===== src/rtl/payload_frame_ctrl.sv =====
// Groups decoded payload words into fixed-length frames written to a downstream FIFO.
// Optional inter-word gap watchdog enabled by defining FRAME_TIMEOUT_EN.
module payload_frame_ctrl #(
  parameter int unsigned WORDS_PER_FRAME = 1024,
  parameter int unsigned TIMEOUT_CYCLES  = 65535
) (
  input  logic        i_clk,
  input  logic        i_reset_n,
  input  logic        i_sync_reset,
  input  logic        i_word_valid,
  input  logic [31:0] i_word_data,
  input  logic        i_fifo_full,
  output logic        o_fifo_wr_en,
  output logic [31:0] o_fifo_wr_data,
  output logic        o_frame_start,
  output logic        o_frame_done,
  output logic [15:0] o_frame_count,
  output logic        o_overflow,
  output logic        o_timeout,
  output logic        o_busy
);

  localparam int unsigned DATA_W = 32;
  localparam int unsigned CNT_W  = 16;

  typedef enum logic [1:0] {sIDLE, sFILL, sERR} state_e;

  state_e              state_q, state_d;
  logic [CNT_W-1:0]    cnt_q, cnt_d;
  logic [CNT_W-1:0]    cnt_inc_c;
  logic                wr_en_q, wr_en_d;
  logic [DATA_W-1:0]   wr_data_q, wr_data_d;
  logic                start_q, start_d;
  logic                done_q, done_d;
  logic [CNT_W-1:0]    fcnt_q, fcnt_d;
  logic                ovf_q, ovf_d;
  logic                tmo_q, tmo_d;
  logic                busy_q, busy_d;

`ifdef FRAME_TIMEOUT_EN
  localparam int unsigned GAP_W = $clog2(TIMEOUT_CYCLES + 1);
  logic [GAP_W-1:0]    gap_q, gap_d;
  logic [GAP_W-1:0]    gap_inc_c;
  assign gap_inc_c = gap_q + GAP_W'(1);
`else
  logic unused_timeout_cfg;
  assign unused_timeout_cfg = ^TIMEOUT_CYCLES;
`endif

  assign cnt_inc_c = cnt_q + CNT_W'(1);

  // Next-state and next-output logic; sync reset overrides everything
  always_comb begin
    state_d   = state_q;
    cnt_d     = cnt_q;
    wr_en_d   = 1'b0;
    wr_data_d = '0;
    start_d   = 1'b0;
    done_d    = 1'b0;
    fcnt_d    = fcnt_q;
    ovf_d     = ovf_q;
    tmo_d     = tmo_q;
`ifdef FRAME_TIMEOUT_EN
    gap_d     = gap_q;
`endif
    if (i_sync_reset) begin
      state_d = sIDLE;
      cnt_d   = '0;
      fcnt_d  = '0;
      ovf_d   = 1'b0;
      tmo_d   = 1'b0;
`ifdef FRAME_TIMEOUT_EN
      gap_d   = '0;
`endif
    end else begin
      case (state_q)
        sIDLE: begin
          if (i_word_valid && i_fifo_full) begin
            ovf_d   = 1'b1;
            state_d = sERR;
          end else if (i_word_valid) begin
            wr_en_d   = 1'b1;
            wr_data_d = i_word_data;
            start_d   = 1'b1;
            cnt_d     = CNT_W'(1);
            state_d   = sFILL;
`ifdef FRAME_TIMEOUT_EN
            gap_d     = '0;
`endif
          end
        end
        sFILL: begin
          if (i_word_valid && i_fifo_full) begin
            ovf_d   = 1'b1;
            state_d = sERR;
          end else if (i_word_valid) begin
            wr_en_d   = 1'b1;
            wr_data_d = i_word_data;
            cnt_d     = cnt_inc_c;
`ifdef FRAME_TIMEOUT_EN
            gap_d     = '0;
`endif
            if (cnt_inc_c == CNT_W'(WORDS_PER_FRAME)) begin
              done_d  = 1'b1;
              fcnt_d  = fcnt_q + CNT_W'(1);
              cnt_d   = '0;
              state_d = sIDLE;
            end
          end
`ifdef FRAME_TIMEOUT_EN
          else begin
            gap_d = gap_inc_c;
            if (gap_inc_c == GAP_W'(TIMEOUT_CYCLES)) begin
              tmo_d   = 1'b1;
              state_d = sERR;
            end
          end
`endif
        end
        sERR:    state_d = sERR;
        default: state_d = sIDLE;
      endcase
    end
    busy_d = (state_d != sIDLE);
  end

  always_ff @(posedge i_clk or negedge i_reset_n) begin
    if (!i_reset_n) begin
      state_q   <= sIDLE;
      cnt_q     <= '0;
      wr_en_q   <= 1'b0;
      wr_data_q <= '0;
      start_q   <= 1'b0;
      done_q    <= 1'b0;
      fcnt_q    <= '0;
      ovf_q     <= 1'b0;
      tmo_q     <= 1'b0;
      busy_q    <= 1'b0;
`ifdef FRAME_TIMEOUT_EN
      gap_q     <= '0;
`endif
    end else begin
      state_q   <= state_d;
      cnt_q     <= cnt_d;
      wr_en_q   <= wr_en_d;
      wr_data_q <= wr_data_d;
      start_q   <= start_d;
      done_q    <= done_d;
      fcnt_q    <= fcnt_d;
      ovf_q     <= ovf_d;
      tmo_q     <= tmo_d;
      busy_q    <= busy_d;
`ifdef FRAME_TIMEOUT_EN
      gap_q     <= gap_d;
`endif
    end
  end

  assign o_fifo_wr_en   = wr_en_q;
  assign o_fifo_wr_data = wr_data_q;
  assign o_frame_start  = start_q;
  assign o_frame_done   = done_q;
  assign o_frame_count  = fcnt_q;
  assign o_overflow     = ovf_q;
  assign o_timeout      = tmo_q;
  assign o_busy         = busy_q;

endmodule

===== config.mk =====
export PLATFORM = sky130hd
export DESIGN_NAME = payload_frame_ctrl
export DESIGN_NICKNAME = d
export VERILOG_FILES = /design/src/rtl/payload_frame_ctrl.sv
export SDC_FILE = /design/constraint.sdc
export NUM_CORES = 1
export LEC_CHECK = 0
export ABC_AREA = 1
export CELL_PAD_IN_SITES_DETAIL_PLACEMENT = 0
export CELL_PAD_IN_SITES_GLOBAL_PLACEMENT = 2
export CORE_ASPECT_RATIO = 1.75
export CORE_MARGIN = 2
export CORE_UTILIZATION = 30
export CTS_CLUSTER_DIAMETER = 120
export DETAILED_ROUTE_END_ITERATION = 8
export GPL_TIMING_DRIVEN = 0
export PLACE_DENSITY_LB_ADDON = 0.1
export SETUP_SLACK_MARGIN = 0.2
export SYNTH_ARGS = -nofsm -noshare
export SYNTH_HDL_FRONTEND = slang
export SYNTH_SLANG_ARGS = --single-unit

===== constraint.sdc =====
create_clock -name i_clk -period 5.45 [get_ports i_clk]
set_input_delay 1.09 -clock i_clk [delete_from_list [all_inputs] [get_ports i_clk]]
set_output_delay 1.09 -clock i_clk [all_outputs]
set_load 0.01 [all_outputs]

==> results.toml, run 1 <==
[run_status]
run_status = "completed"

[placed_design]
gp_congestion = 0.735
hpwl_um = 7380
io_buffers = 89
dpl.cell_count = 658

[synth]
syn_area_um2 = 3500
ys.flop_type = "dfrtp_1"
yosys-top-cells-area = "dfrtp_1 51%, nand2_1 9.8%, inv_1 7.8%"
synth_top_family_by_area = "simple AND/OR/NAND/NOR gates"
async_flop_share_pct = 100
synth_edf_count = 0
synth-seq-cells = 71
synth-compound-area-share_pct = 2.71
syn_nets = 472
synth.distinct_cells = 28
syn_inst = 433
synth_top_area_cell = "dfrtp_1"
synthAdderAreaFrac_pct = 0.714
synth_top_cell_area_share_pct = 50.7
ys_warn_count = 0
synth.area.mux_share_pct = 0
ys_seq_area_share_pct = 50.7
synthSimpleGateAreaFrac_pct = 31.9
synth_xor_area_share_pct = 4.25
syn_avg_cell_area_um2 = 8.09

[critical_path]
required_ps = 5690
path_buf_inv = 3
cp_cell_sequence = "clkdlybuf4s50_1 -> inv_1 -> nor2_1 -> inv_1 -> nor4_2 -> nand2_1 -> o21ai_0"
cp-end-kind = "flop"
max_stage_delay_ps = 620
worstPathArrival_ps = 3310
crit_slowest_cell = "nor4_2"
cp_common_cell = "inv_1"
critPathMaxFanout = 8
path_class = "input port to flop"
cp_top_family = "simple AND/OR/NAND/NOR gates"
cp-start-kind = "input port"

[timing]
rsz0062_at_grt = "no"
final-hold-violation-count = 0
drv_slew = 0
min_period_ps = 3070
worst_clock_skew_ps = 5.83
tns_ps = 0
tightest_slew_ps = 1010
max_slew_margin_pct = 32.9
finalSetupViolCount = 0
finalCritPeriodShare_pct = 56.3
fmax_mhz = 326

[worst_hold_path]
hold_path.class = "flop to flop"

[clocking]
cts_resized = 0
hold_buffers = 0
root_buffer = "clkbuf_16"
path_clk_slew_ps = 60
clk_latency_ps = 330
htreeDepth = 3
cts_buffers = 9
tritoncts = "done"
post_cts_buffers = 0
clockBufferDepth = 2
cts.sinks = 71

[detailed_routing]
totalWireLength_um = 9860
drc = 0
dr.pass1.iters = 4
drtIter0Drc = 131
vias = 3081
final_antenna_net_count = 0
via_per_inst = 4.57
wl_per_cell_um = 14.6

[layout]
diodes = 0
stdcell_count = 674
final_util_pct = 42.5
nets = 573
drive_gt1_share_pct = 6.86
syn_to_final_growth_pct = 38.8

[floorplanning]
design.core.area_um2 = 11500
die_h_um = 147
initial_core_util_pct = 30.6
die_x_um = 85.7
dieArea_um2 = 12600
rows = 52
boundaryPins = 91

[pwr]
vdd_drop_max_mv = 0.147
p_leak_nw = 2.37
power.density_nw_per_um2 = 243

[job]
drv_cap = 0

[grt]
overflow = 0
antenna_found_initial = 0
grt_max_degree = 53
globalRouteTotalUtil_pct = 16.6
grt_pass1_wl_um = 16200
grt_pass1_vias = 3273
==> layout make-up <==
cell class | instances | area, um^2
multi-input cells | 276 | 1390
flip-flops and latches | 71 | 1780
fillers | 1215 | 6590
well taps | 135 | 169
plain buffers | 10 | 52.6
clock buffers | 10 | 229
repair buffers | 90 | 916
inverters | 76 | 285
clock inverters | 6 | 46.3
==> routing by layer <==
metal,track usage (%),vias to the layer above,wire [um]
met2,31.4,42,5600
met5,0,-,0
met3,3.37,12,234
met1,17.6,1471,3800
li1,-,1556,-
met4,6.19,0,229
==> path summary, 6_finish.rpt <==
path / from / cells after the start / end / slack, ps
min in group asynchronous: i_reset_n / 1 / o_fifo_wr_data[26] / 630
hold / removal: state_q[0] / 1 / o_frame_start / 480
setup / recovery: i_word_valid / 7 / cnt_q[12] / 2380
setup reg to reg: cnt_q[0] / 10 / cnt_q[12] / 3080
hold reg to reg: state_q[0] / 1 / o_frame_start / 480
max in group asynchronous: i_reset_n / 2 / o_frame_count[0] / 4240
==> through the flow <==
stage	total power, mW	instance area [um^2]	setup slack (ps)	hold WS (ps)
3_3_place_gp	0.643	4560	549	470
6_report	1.18	4860	2380	483
4_1_cts	1.21	4860	2380	489
2_1_floorplan	0.578	3500	3180	439
3_5_place_dp	0.646	4590	2040	466
5_1_grt	1.24	4860	2200	534
==> sequential cells by signal (all words and copies together), names as in the netlist <==
name / flops
o_frame_done: 1
o_overflow: 1
o_fifo_wr_data: 32
state_q: 2
o_frame_count: 16
o_busy: 1
cnt_q: 16
o_fifo_wr_en: 1
o_frame_start: 1
==> power breakdown <==
part           switching, mW  internal, mW  total (mW)
clock network          0.238         0.311       0.549
registers            0.00467         0.537       0.542
logic                 0.0458        0.0455      0.0914
total                  0.289         0.893        1.18
==> cell usage after synthesis (2+ instances only) <==
master and n:
clkbuf_1 7, buf_4 2, dfrtp_1 71, clkinv_1 2, nor3_1 5, xnor2_1 4, nand4_1 25, nor2_1 60
xor2_1 13, o21bai_1 2, nor2_4 5, o21ai_0 14, nand2_1 91, ha_1 2, inv_1 73, nor2_2 3
nand3_1 41, nand3_2 3
==> layout by cell type (no fill, tap or decap), types with 3 or more instances in the layout <==
master            n
nor2_1           60
clkdlybuf4s50_1  88
xnor2_1           4
clkbuf_1          8
o21ai_0          14
clkbuf_16         9
nor2_4            5
inv_1            73
nand3_2           3
dfrtp_1          71
nor3_1            5
buf_4             3
nand2_1          91
nand3_1          41
xor2_1           13
nor2_2            3
nand4_1          25
==> cell families (layout without fill, tap and decap cells) <==
group,after synthesis,in the layout
simple gates,238,238
buf+inv,86,192
flops,71,71
compound gates,18,18
xor+xnor,17,17
fa+ha+maj,2,2
other cells,1,1
No activity file was read; power rests on OpenSTA's default activity.
==> run 2, diff against run 1 <==
--- a/config.mk
+++ b/config.mk
@@ -10,7 +10,7 @@
 export CELL_PAD_IN_SITES_GLOBAL_PLACEMENT = 2
 export CORE_ASPECT_RATIO = 1.75
 export CORE_MARGIN = 2
-export CORE_UTILIZATION = 30
+export CORE_UTILIZATION = 25
 export CTS_CLUSTER_DIAMETER = 120
 export DETAILED_ROUTE_END_ITERATION = 8
 export GPL_TIMING_DRIVEN = 0
==> constraint.sdc (replaced) <==
create_clock -name i_clk -period 2.8 [get_ports i_clk]
set_input_delay 0.56 -clock i_clk [delete_from_list [all_inputs] [get_ports i_clk]]
set_output_delay 0.56 -clock i_clk [all_outputs]
set_load 0.01 [all_outputs]
==> results.toml, run 2 (synthesis gave the netlist of run 1 again) <==
[run_status]
run_status = "completed"

[timing]
final-hold-violation-count = 0
fmax_mhz = 428
finalCritPeriodShare_pct = 83.5
finalWorstSetupSlack_ps = 461
worst_clock_skew_ps = 6.66
max_slew_margin_pct = 58.9
rsz0062_at_grt = "no"
drv_slew = 0
fin_hold_ws_ps = 76.4
min_period_ps = 2340
finalSetupViolCount = 0
tns_ps = 0
tightest_slew_ps = 617

[detailed_routing]
drtIter0Drc = 64
wl_per_cell_um = 14.5
totalWireLength_um = 10400
drc = 0
final_antenna_net_count = 0
vias = 3066
dr.pass1.iters = 4
via_per_inst = 4.29

[layout]
drive_gt1_share_pct = 7.25
largest_reg_flops = 32
nets = 573
layout_common_cells = "90 x nand2_1, 88 x clkdlybuf4s50_1, 73 x inv_1"
syn_to_final_growth_pct = 41.5
final_common_cell = "nand2_1"
stdcell_count = 715
diodes = 0
fin_area_um2 = 4960
final_util_pct = 36.0

[placed_design]
post_dp_cell_area_um2 = 4640
hpwl_um = 7750
io_buffers = 89
dpl.cell_count = 700
gp_congestion = 0.752
preCtsSetupSlack_ps = -132

[grt]
globalRouteTotalUtil_pct = 14.7
overflow = 0
grt_pass1_wl_um = 16700
grt_max_degree = 58
grt_pass1_vias = 3084
antenna_found_initial = 0

[clocking]
htreeDepth = 3
clockBufferDepth = 2
path_clk_slew_ps = 70
clk_latency_ps = 340
post_cts_buffers = 0
cts_buffers = 9
root_buffer = "clkbuf_16"
cts.sinks = 71
tritoncts = "done"

[pwr]
p_leak_nw = 2.38
vdd_drop_max_mv = 0.263
power.density_nw_per_um2 = 485
finalPower_mw = 2.41

[critical_path]
r2r-start = "cnt_q[0]"
crit_start = "i_word_valid"
reg2reg_slack_ps = 500
crit_end = "o_frame_count[12]"
critPathMaxFanout = 10
cp-start-kind = "input port"
cp-end-kind = "flop"
path_class = "input port to flop"
cp_cell_sequence = "clkdlybuf4s50_1 -> inv_1 -> nor2_1 -> inv_1 -> nor3_4 -> clkbuf_1 -> nand4_1 -> nand2_1"
required_ps = 3070
reg2reg_to = "o_frame_count[11]"
cp_common_cell = "inv_1"
critical_path_cell_count = 8
worstPathArrival_ps = 2610
cp_top_family = "buffers and inverters"
path_buf_inv = 4
crit_slowest_cell = "clkdlybuf4s50_1"
max_stage_delay_ps = 550
reg2reg_depth = 11

[floorplanning]
dieArea_um2 = 15000
boundaryPins = 91
rows = 57
die_h_um = 161
initial_core_util_pct = 25.5
die_x_um = 93.5
design.core.area_um2 = 13800

[worst_hold_path]
hold_path.class = "input port to asynchronous set/reset pin"

[job]
drv_cap = 0
## run 2: changes by cell type in the layout (fill, tap and decap cells not counted)
cell / previous run / this run
nand2_1: 91 / 90
nor3_4: 0 / 1
nand2_2: 1 / 2
clkbuf_1: 8 / 7
nor4_4: 0 / 1
bufinv_16: 0 / 1
nor3_2: 1 / 0
nor4_2: 1 / 0
a21oi_1: 1 / 0
a21oi_2: 0 / 1
clkinv_2: 1 / 0
## run 2: repair_timing
item                                    4_1_cts  5_1_grt
gates resized for setup                       0        4
hold buffers                                  0        0
endpoints found under the setup margin        0       13
## run 2: worst min-delay path by stage
stage | slack, ps | cells past startpoint | endpoint
5_1_grt | 80 | 1 | o_fifo_wr_data[24]
2_1_floorplan | 260 | 0 | cnt_q[0]
4_1_cts | 70 | 1 | o_fifo_wr_data[24]
6_report | 80 | 1 | o_fifo_wr_data[15]
3_5_place_dp | 440 | 1 | o_fifo_wr_data[24]
3_3_place_gp | 470 | 2 | o_overflow
## run 2: report_power, final
part | internal, mW | total [mW] | leakage [nW] | switching (mW)
registers | 1.05 | 1.06 | 0.980 | 0.0103
logic | 0.0893 | 0.182 | 1.26 | 0.0923
clock network | 0.691 | 1.17 | 0.138 | 0.477
total | 1.83 | 2.41 | 2.38 | 0.579
## run 2: worst register-to-register path, delay by kind of cell (launching register included)
family	cells	cell delay [ps]
and+or+nand+nor	7	910
DFF	1	440
buffers and inverters	2	380
adders and majority gates	1	260
xor gates and xnor gates	1	200
## run 2: final cells by class
cell class                 instances  area, um^2
fill                            1460        8810
inverter                          76         285
clock inverter                     6        71.3
buffer                            10        52.6
tap                              177         221
sequential                        71        1780
clock buffer                       9         225
timing repair buffer              90         916
multi-input combinational        276        1410
## run 2: layer usage
metal / vias to the layer above / GRT usage (%) / part of all wire (%)
li1: 1553 / - / -
met1: 1455 / 15.9 / 37
met2: 46 / 27.8 / 59
met3: 12 / 1.83 / 2.5
met4: 0 / 6.22 / 1.9
met5: - / 0 / 0
==> run 3, diff against run 2 <==
--- a/config.mk
+++ b/config.mk
@@ -10,7 +10,7 @@
 export CELL_PAD_IN_SITES_GLOBAL_PLACEMENT = 2
 export CORE_ASPECT_RATIO = 1.75
 export CORE_MARGIN = 2
-export CORE_UTILIZATION = 25
+export CORE_UTILIZATION = 28
 export CTS_CLUSTER_DIAMETER = 120
 export DETAILED_ROUTE_END_ITERATION = 8
 export GPL_TIMING_DRIVEN = 0
==> constraint.sdc (replaced) <==
create_clock -name i_clk -period 2.45 [get_ports i_clk]
set_input_delay 0.49 -clock i_clk [delete_from_list [all_inputs] [get_ports i_clk]]
set_output_delay 0.49 -clock i_clk [all_outputs]
set_load 0.01 [all_outputs]
==> results.toml, run 3 (synthesis gave the netlist of run 1 again) <==
[placed_design]
preCtsSetupSlack_ps = -328
io_buffers = 89
dpl.cell_count = 691
gp_congestion = 0.771
hpwl_um = 7480

[timing]
finalSetupViolCount = 0
worst_clock_skew_ps = 7.51
max_slew_margin_pct = 61.9
drv_slew = 0
finalCritPeriodShare_pct = 83.9
rsz0062_at_grt = "no"
finalWorstSetupSlack_ps = 395
tightest_slew_ps = 567
min_period_ps = 2060
tns_ps = 0
fmax_mhz = 487
final-hold-violation-count = 0

[layout]
nets = 582
nFillCells = 1291
drive_gt1_share_pct = 9.69
syn_to_final_growth_pct = 44.5
layout_common_cells = "90 x nand2_1, 88 x clkdlybuf4s50_1, 72 x inv_1"
largest_reg_flops = 32
final_util_pct = 40.9
multi_input_area_um2 = 1450
regArea_um2 = 1780
final_common_cell = "nand2_1"
diodes = 0
stdcell_count = 715

[clocking]
tritoncts = "done"
htreeDepth = 3
clockBufferDepth = 2
path_clk_slew_ps = 60
root_buffer = "clkbuf_16"
hold_buffers = 0
cts.sinks = 71
clk_latency_ps = 330
cts_buffers = 9

[floorplanning]
boundaryPins = 91
die_x_um = 88.6
dieArea_um2 = 13500
rows = 54
die_h_um = 152
initial_core_util_pct = 28.3
design.core.area_um2 = 12400

[grt]
grt_max_degree = 53
grt-busiest-layer = "met2"
met3_usage_pct = 2.39
globalRouteTotalUtil_pct = 16.2
grt_pass1_wl_um = 16500
antenna_found_initial = 0
use_met2_pct = 30.7
met1_usage_pct = 17.4
overflow = 0
grt_pass1_vias = 3178

[critical_path]
cp-start-kind = "flop"
critPathMaxFanout = 6
worstPathArrival_ps = 2330
path_class = "flop to flop"
required_ps = 2720
cp-end-kind = "flop"

[pwr]
power.density_nw_per_um2 = 541
vdd_drop_max_mv = 0.391
p_leak_nw = 2.42

[detailed_routing]
final_antenna_net_count = 0
dr.pass1.iters = 4
drtIter0Drc = 107
wl_per_cell_um = 14.1
totalWireLength_um = 10100
drc = 0
via_per_inst = 4.34
vias = 3102

[worst_hold_path]
hold_path.class = "input port to asynchronous set/reset pin"

[run_status]
run_status = "completed"

[job]
drv_cap = 0
[run 3: routing by layer]
metal | routed length, um | share of wire, % | vias to the layer above
li1 | - | - | 1571
met1 | 3720 | 37 | 1478
met2 | 5990 | 59 | 42
met3 | 235 | 2.3 | 11
met4 | 165 | 1.6 | 0
met5 | 0 | 0 | -
[run 3: cell type report]
cell class / count / share of cell area [%]
Timing Repair Buffer: 99 / 19.4
Clock buffer: 9 / 4.45
Inverter: 76 / 5.64
Tap cell: 168 / 4.15
Multi-Input combinational cell: 276 / 28.7
Sequential cell: 71 / 35.1
Clock inverter: 6 / 1.38
Buffer: 10 / 1.14
[run 3: metrics by stage]
stage	power [mW]	hold WS (ps)	cell area, um^2
global placement	1.43	469	4600
CTS	2.79	33.3	4960
global route	2.86	41.1	5060
detailed placement	1.44	400	4630
finish	2.74	35.0	5060
floorplan	1.29	194	3500
[run 3: worst max-delay path: stages, from the launching register on]
cell and delay (ps):
dfrtp_2 430, ha_4 180, nand3_4 100, nor2_4 200, nand2_1 80, nand2_1 90, nand3_1 100, nor2_1 140
nand3_2 100, nor2_4 200, buf_4 150, buf_4 90, nand4_1 60, nand2_1 80
[run 3: worst paths after layout]
path                             from                  to  slack (ps)  cells past startpoint
setup reg to reg             cnt_q[1]    o_frame_count[5]         390                     13
min in group i_clk         state_q[0]       o_frame_start         480                      1
hold reg to reg            state_q[0]       o_frame_start         480                      1
hold / removal              i_reset_n  o_fifo_wr_data[22]          30                      1
setup / recovery             cnt_q[1]    o_frame_count[5]         390                     13
max in group asynchronous   i_reset_n    o_frame_count[9]        1840                      2
[run 3: power by group]
part	total [mW]	internal, mW	switching, mW
sequential	1.21	1.19	0.0112
combinational	0.212	0.105	0.107
clock	1.32	0.788	0.531
total	2.74	2.09	0.649
[run 3: repair_timing]
item                                   in CTS  in global routing
setup buffers                               1                  8
resized for setup                           7                  8
pin swaps                                   0                  3
endpoints found under the hold margin       0                  0
setup endpoints to repair                  19                 26
